<file path="src/rtl/tx_egress_collector_pkg.sv">
// Shared egress-chain parameters: frame field widths and the capture FSM encoding.
package tx_egress_collector_pkg;

   localparam int unsigned DATA_WIDTH      = 32;
   localparam int unsigned PORT_NUB_TOTAL  = 4;
   localparam int unsigned DATA_LENGTH_MAX = 7;
   localparam int unsigned PRIORITY        = 4;
   localparam int unsigned CRC32_LENGTH    = 32;

   localparam int unsigned WIDTH_SEL      = $clog2(PORT_NUB_TOTAL);
   localparam int unsigned WIDTH_PORT     = DATA_WIDTH + WIDTH_SEL;
   localparam int unsigned WIDTH_LENGTH   = $clog2(DATA_LENGTH_MAX + 1);
   localparam int unsigned WIDTH_PRIORITY = $clog2(PRIORITY);
   localparam int unsigned WIDTH_CRC      = $clog2(CRC32_LENGTH);
   // Header LEN field sits just above the CRC and priority fields.
   localparam int unsigned LEN_LSB        = WIDTH_CRC + WIDTH_PRIORITY;

   typedef logic [WIDTH_LENGTH-1:0] len_t;

   typedef enum logic [0:0] {
      StIdle,
      StBody
   } cap_state_e;

endpackage

</file>
<file path="src/rtl/sync_fwft_fifo.sv">
// Single-clock first-word-fall-through FIFO with free count and a registered almost-full flag.
module sync_fwft_fifo #(
   parameter int unsigned WIDTH    = 8,
   parameter int unsigned DEPTH    = 8,
   parameter int unsigned AFULL_TH = 2
) (
   input  logic                       clk,
   input  logic                       rst_n,
   input  logic                       push,
   input  logic [WIDTH-1:0]           wdata,
   input  logic                       pop,
   output logic [WIDTH-1:0]           rdata,
   output logic                       full,
   output logic                       empty,
   output logic [$clog2(DEPTH):0]     free,
   output logic                       almost_full
);

   localparam int unsigned AW = $clog2(DEPTH);

   logic [WIDTH-1:0] mem [DEPTH];
   logic [AW:0]      wr_ptr_q, rd_ptr_q;
   logic [AW:0]      count, count_next, free_next;
   logic             wr_en, rd_en, almost_full_q;

   assign count       = wr_ptr_q - rd_ptr_q;
   assign full        = (count == (AW+1)'(DEPTH));
   assign empty       = (count == '0);
   assign free        = (AW+1)'(DEPTH) - count;
   assign wr_en       = push & ~full;
   assign rd_en       = pop & ~empty;
   assign count_next  = count + (AW+1)'(wr_en) - (AW+1)'(rd_en);
   assign free_next   = (AW+1)'(DEPTH) - count_next;
   // Head is gated so the output reads 0 while nothing valid is stored.
   assign rdata       = empty ? '0 : mem[rd_ptr_q[AW-1:0]];
   assign almost_full = almost_full_q;

   always_ff @(posedge clk or negedge rst_n) begin
      if (!rst_n) begin
         wr_ptr_q      <= '0;
         rd_ptr_q      <= '0;
         almost_full_q <= 1'b0;
      end else begin
         if (wr_en) wr_ptr_q <= wr_ptr_q + 1'b1;
         if (rd_en) rd_ptr_q <= rd_ptr_q + 1'b1;
         almost_full_q <= (free_next < (AW+1)'(AFULL_TH));
      end
   end

   always_ff @(posedge clk) begin
      if (wr_en) mem[wr_ptr_q[AW-1:0]] <= wdata;
   end

endmodule

</file>
<file path="src/rtl/tx_egress_collector.sv">
// Egress collector: captures frames for port NUB into a FIFO for the MAC, forwards the rest.
module tx_egress_collector
   import tx_egress_collector_pkg::*;
#(
   parameter int unsigned NUB        = 0,
   parameter int unsigned FIFO_DEPTH = 64,
   parameter int unsigned KEEP_TH    = 4
) (
   input  logic                      clk,
   input  logic                      rst_n,
   input  logic [WIDTH_PORT-1:0]     data_in,
   input  logic [WIDTH_SEL-1:0]      nub_in,
   input  logic                      valid_in,
   input  logic [PORT_NUB_TOTAL-1:0] done_in,
   output logic                      keep_out,
   input  logic                      keep_in,
   output logic [WIDTH_PORT-1:0]     data_out,
   output logic [WIDTH_SEL-1:0]      nub_out,
   output logic                      valid_out,
   output logic [DATA_WIDTH-1:0]     mac_data,
   output logic                      mac_valid,
   output logic                      mac_last,
   input  logic                      mac_ready,
   output logic                      err_flag
);

   cap_state_e                state_q;
   len_t                      cnt_q;
   logic                      err_q;
   logic [WIDTH_PORT-1:0]     fwd_data_q;
   logic [WIDTH_SEL-1:0]      fwd_nub_q;
   logic                      fwd_valid_q;

   logic [WIDTH_SEL-1:0]      dest;
   logic                      is_dest, match, push_last, done_nub;
   len_t                      hdr_len;
   logic                      fifo_full, fifo_empty, fifo_afull;
   logic [DATA_WIDTH:0]       fifo_rdata;
   logic [$clog2(FIFO_DEPTH):0] fifo_free;
   logic                      unused_ok;

   assign dest      = data_in[WIDTH_PORT-1 -: WIDTH_SEL];
   assign is_dest   = (dest == WIDTH_SEL'(NUB));
   assign keep_out  = keep_in | fifo_afull;
   assign match     = valid_in & is_dest & ~keep_out;
   assign hdr_len   = data_in[LEN_LSB +: WIDTH_LENGTH];
   assign done_nub  = done_in[NUB];
   assign push_last = (state_q == StIdle) ? (hdr_len == '0) : (cnt_q == len_t'(1));
   // Other ports' done pulses and the free count are not needed here.
   assign unused_ok = ^{done_in, fifo_free};

   always_ff @(posedge clk or negedge rst_n) begin
      if (!rst_n) begin
         state_q <= StIdle;
         cnt_q   <= '0;
         err_q   <= 1'b0;
      end else begin
         if (match && fifo_full) err_q <= 1'b1;
         unique case (state_q)
            StIdle: begin
               if (match) begin
                  cnt_q <= hdr_len;
                  if (hdr_len != '0) state_q <= StBody;
               end
            end
            StBody: begin
               // Early done truncates the frame; the stored partial frame has no last marker.
               if (done_nub) begin
                  err_q   <= 1'b1;
                  state_q <= StIdle;
                  cnt_q   <= '0;
               end else if (match) begin
                  cnt_q <= cnt_q - 1'b1;
                  if (cnt_q == len_t'(1)) state_q <= StIdle;
               end
            end
            default: state_q <= StIdle;
         endcase
      end
   end

   always_ff @(posedge clk or negedge rst_n) begin
      if (!rst_n) begin
         fwd_data_q  <= '0;
         fwd_nub_q   <= '0;
         fwd_valid_q <= 1'b0;
      end else if (!keep_in) begin
         fwd_data_q  <= data_in;
         fwd_nub_q   <= nub_in;
         fwd_valid_q <= valid_in & ~is_dest;
      end
   end

   sync_fwft_fifo #(
      .WIDTH    (DATA_WIDTH + 1),
      .DEPTH    (FIFO_DEPTH),
      .AFULL_TH (KEEP_TH)
   ) u_fifo (
      .clk         (clk),
      .rst_n       (rst_n),
      .push        (match),
      .wdata       ({push_last, data_in[DATA_WIDTH-1:0]}),
      .pop         (mac_ready),
      .rdata       (fifo_rdata),
      .full        (fifo_full),
      .empty       (fifo_empty),
      .free        (fifo_free),
      .almost_full (fifo_afull)
   );

   assign mac_valid = ~fifo_empty;
   assign mac_data  = fifo_rdata[DATA_WIDTH-1:0];
   assign mac_last  = fifo_rdata[DATA_WIDTH];
   assign data_out  = fwd_data_q;
   assign nub_out   = fwd_nub_q;
   assign valid_out = fwd_valid_q;
   assign err_flag  = err_q;

endmodule

</file>
<file path="config.mk">
export PLATFORM = sky130hd
export DESIGN_NAME = tx_egress_collector
export DESIGN_NICKNAME = d
export VERILOG_FILES = /design/src/rtl/tx_egress_collector_pkg.sv /design/src/rtl/sync_fwft_fifo.sv /design/src/rtl/tx_egress_collector.sv
export SDC_FILE = /design/constraint.sdc
export NUM_CORES = 2
export LEC_CHECK = 0
export BUFFER_PORTS_ARGS = -buffer_cell sky130_fd_sc_hd__buf_2
export CORE_UTILIZATION = 47
export CTS_BUF_LIST = sky130_fd_sc_hd__clkbuf_16
export CTS_CLUSTER_DIAMETER = 40
export CTS_CLUSTER_SIZE = 28
export DETAILED_ROUTE_END_ITERATION = 8
export GPL_TIMING_DRIVEN = 0
export SLEW_MARGIN = 20
export SYNTH_ARGS = -nofsm -noshare
export SYNTH_HDL_FRONTEND = slang
export SYNTH_HIERARCHICAL = 1
export SYNTH_SLANG_ARGS = --single-unit
</file>
<file path="constraint.sdc">
create_clock -name clk -period 7.28 [get_ports clk]
set_clock_uncertainty 0.2 [all_clocks]
set_input_delay 1.092 -clock clk [delete_from_list [all_inputs] [get_ports clk]]
set_output_delay 1.092 -clock clk [all_outputs]
set_load 0.1 [all_outputs]
</file>
==> impl_results.md <==
* Synth Warn # at 6
* CTS tree: built
* Fin. max-slew vios at 0
* Hold path depth at 2
* Slowest Stage Delay on Critical Path at about 0.5 ns
* Die Wd at around 420 um
* Storage cell area at 64800 sq um
* Fin cells at just under 7000
* CP endpoint: mac_data[9]
* Antenna violations before repair at 8
* First-pass iteration count of the detailed router at 5
* Vias in the first global route at ~42000
* Critical-path cell list: clkinv_2 -> clkbuf_8 -> buf_8 -> ha_1 -> nor2_1 -> a21oi_1 -> a21o_1 -> a21o_1 -> xor2_1 -> inv_1 -> ha_1 -> nand3_1 -> a211oi_1 -> nor2_4 -> clkbuf_4 -> nand4_1 -> nor2_1 -> buf_4
* Layout cells sized above 1 at 0.335
* Num CTS Buffers at between 200 and 300
* Synth-to-layout area growth at 19.1%
* Leak at between 30 and 40 nW
* I/O Pins at about 120
* Cell Area, Placed at 90400 sq um
* Number of H-tree levels at 5
* WL per Instance at between 30 and 40 um
* Post-Syn Area at roughly 84000 sq um
* RR Startpoint: u_fifo/rd_ptr_q[2]$_DFFE_PN0P_
* WL final at approximately 230000 um
* Multi-input logic area at approximately 18000 sq um
* Max frequency at 0.139 GHz
* Post-synth net total at just under 4000
* RSZ-0062 raised after global routing: true
* Final hold slack at between 0.2 and 0.25 ns
* Dpl cells at 6352
* CP Class: flop to output port
* Die H at about 420 um
* First-pass GRT wire length at between 300000 and 400000 um
* Crit. End Element: output port
* GRT overflow at 0
* Max-Cap Viols at 0
* GPL Wtd Cong at ~0.81
* Core Box Area at 177000 sq um
* Core Rows at between 150 and 200
* Final hold violations at 0
* Port Buf Inserts at 113
* Vias at approximately 42000
* Worst R2R Path Depth at 16
* DIE AREA at between 150000 and 200000 sq um
* Worst-Skew Late Latency at 0.91 ns
* CP max FO at 19
* # clock sinks at roughly 2200
* Starting Density at 0.475
* VDD IR max at around 0.75 mV
* Worst slew pin tran at 1.18 ns
* Rel. slew slack at 0.213
* Fill count at 12900
* Clk root buf: clkbuf_16
* Startpoint Class: flop
* Reg2reg end: u_fifo/mem[54][24]$_DFFE_PP_
* Avg Vias per Cell at 6.19
* Pin count of the biggest net entering global routing at 69
* Detail Route Antenna Nets at 0
* Clk buf depth at 4
* CTS clock-pin slew for the worst setup and hold paths at around 0.060 ns
* NumNets Final at 4360
* PwrDens at between 400 and 500 nW/um^2
* Final min period at between 7 and 8 ns
* Slowest CP cell: dfrtp_2
* Tcrit/Tclk final at 0.987
* Outcome: finished, final reports clean
* Remaining DRCs at 0
* Synthesized area per cell at 22.2 sq um
* Hold Path Class: input pin to flop
* Global-route usage over all layers at 0.255
* Fin area at between 90000 and 100000 sq um
* Initial DRC Count at ~5000
* Reg2reg setup slack at roughly 1.6 ns
* Post-Synthesis Cells at 3787
* Critical path startpoint: u_fifo/rd_ptr_q[2]$_DFFE_PN0P_
* Data required time of the critical path at between 5 and 6 ns
* Post-layout power at 41.0 mW
* Final setup violation count at 0
* Worst EP arrival at 5.89 ns
* Dpl hpwl at between 100000 and 150000 um
cells in the final DEF, fill, tap and decap left out, types with 38 or more instances in the layout:
cell       count
a21oi_1       81
a32oi_1       40
buf_12        70
buf_16        38
buf_2        115
buf_4         87
clkbuf_1      67
clkbuf_16    294
dfrtp_1       56
edfxtp_1    2112
inv_1         41
mux2_2       110
mux2i_1      117
mux4_2       524
nand2_1      134
nor2_4        65
o21ai_0       43
registers in the layout, summed over array words and instances, names as in the netlist:
name,flops
state_q,1
cnt_q,3
nub_out,2
u_fifo/mem,2112
u_fifo/wr_ptr_q,7
u_fifo/rd_ptr_q,7
valid_out,1
err_flag,1
data_out,34
u_fifo/almost_full,1
area by class of cell:
| cell class | instances | area share |
|---|---|---|
| Sequential cell | 2169 | 0.649 |
| Multi-Input combinational cell | 1389 | 0.185 |
| Clock buffer | 294 | 0.0736 |
| Timing Repair Buffer | 227 | 0.0324 |
| Tap cell | 2340 | 0.0293 |
| Clock inverter | 198 | 0.0191 |
| Buffer | 204 | 0.0108 |
| Inverter | 22 | 0.000851 |
| Antenna cell | 2 | 0.0000501 |
layer usage:
metal  routed length, um  global-route usage  vias up
met4                7850              0.0915        6
li1                    -                   -    17100
met2              109000               0.400     2017
met1               92400               0.363    22900
met3               18800              0.0448      324
met5                  33                   0        -
stage by stage:
stage           util  worst slack (ns)   TNS, ns
6_report       0.566            0.0967         0
3_5_place_dp   0.512             -1.59    -37.03
5_1_grt        0.566           0.00100         0
2_1_floorplan      -            0.0475         0
4_1_cts        0.565            0.0306         0
3_3_place_gp   0.495             -2.01  -3246.32
worst max-delay path: cells and delay by family (launching register included):
family | cells | cell delay, ns
simple gates | 5 | 1.51
fa+ha+maj | 2 | 0.52
compound gates | 4 | 0.55
buf+inv | 6 | 1.66
flops | 1 | 0.50
xor+xnor | 1 | 0.20
where the power goes:
group | leakage, nW | total [mW] | internal, mW | switching [mW]
Clock | 4.61 | 13.6 | 8.28 | 5.35
Combinational | 8.03 | 13.6 | 4.66 | 8.90
Sequential | 19.7 | 13.9 | 13.8 | 0.0696
Total | 32.3 | 41.0 | 26.7 | 14.3
repair_timing:
| item | 4_1_cts | 5_1_grt |
|---|---|---|
| pin swaps | 8 | 4 |
| gates cloned | 0 | 0 |
| gates resized for setup | 61 | 6 |
| hold buffers | 1 | 0 |
| buffers inserted | 1 | 0 |
| hold endpoints to repair | 13 | 0 |
| setup endpoints to repair | 34 | 31 |
worst min path at each step:
stage	to	slack (ns)	from
floorplan	u_fifo/wr_ptr_q[6]$_DFFE_PN0P_	0.29	u_fifo/wr_ptr_q[6]$_DFFE_PN0P_
global placement	valid_out$_DFFE_PN0N_	0.26	valid_out$_DFFE_PN0N_
detailed placement	data_out[32]$_DFFE_PN0N_	0.29	data_out[32]$_DFFE_PN0N_
CTS	nub_out[1]$_DFFE_PN0N_	0.15	nub_in[1]
global route	nub_out[1]$_DFFE_PN0N_	0.19	nub_in[1]
finish	nub_out[1]$_DFFE_PN0N_	0.21	nub_in[1]
Power figures use the tool's default switching activity.
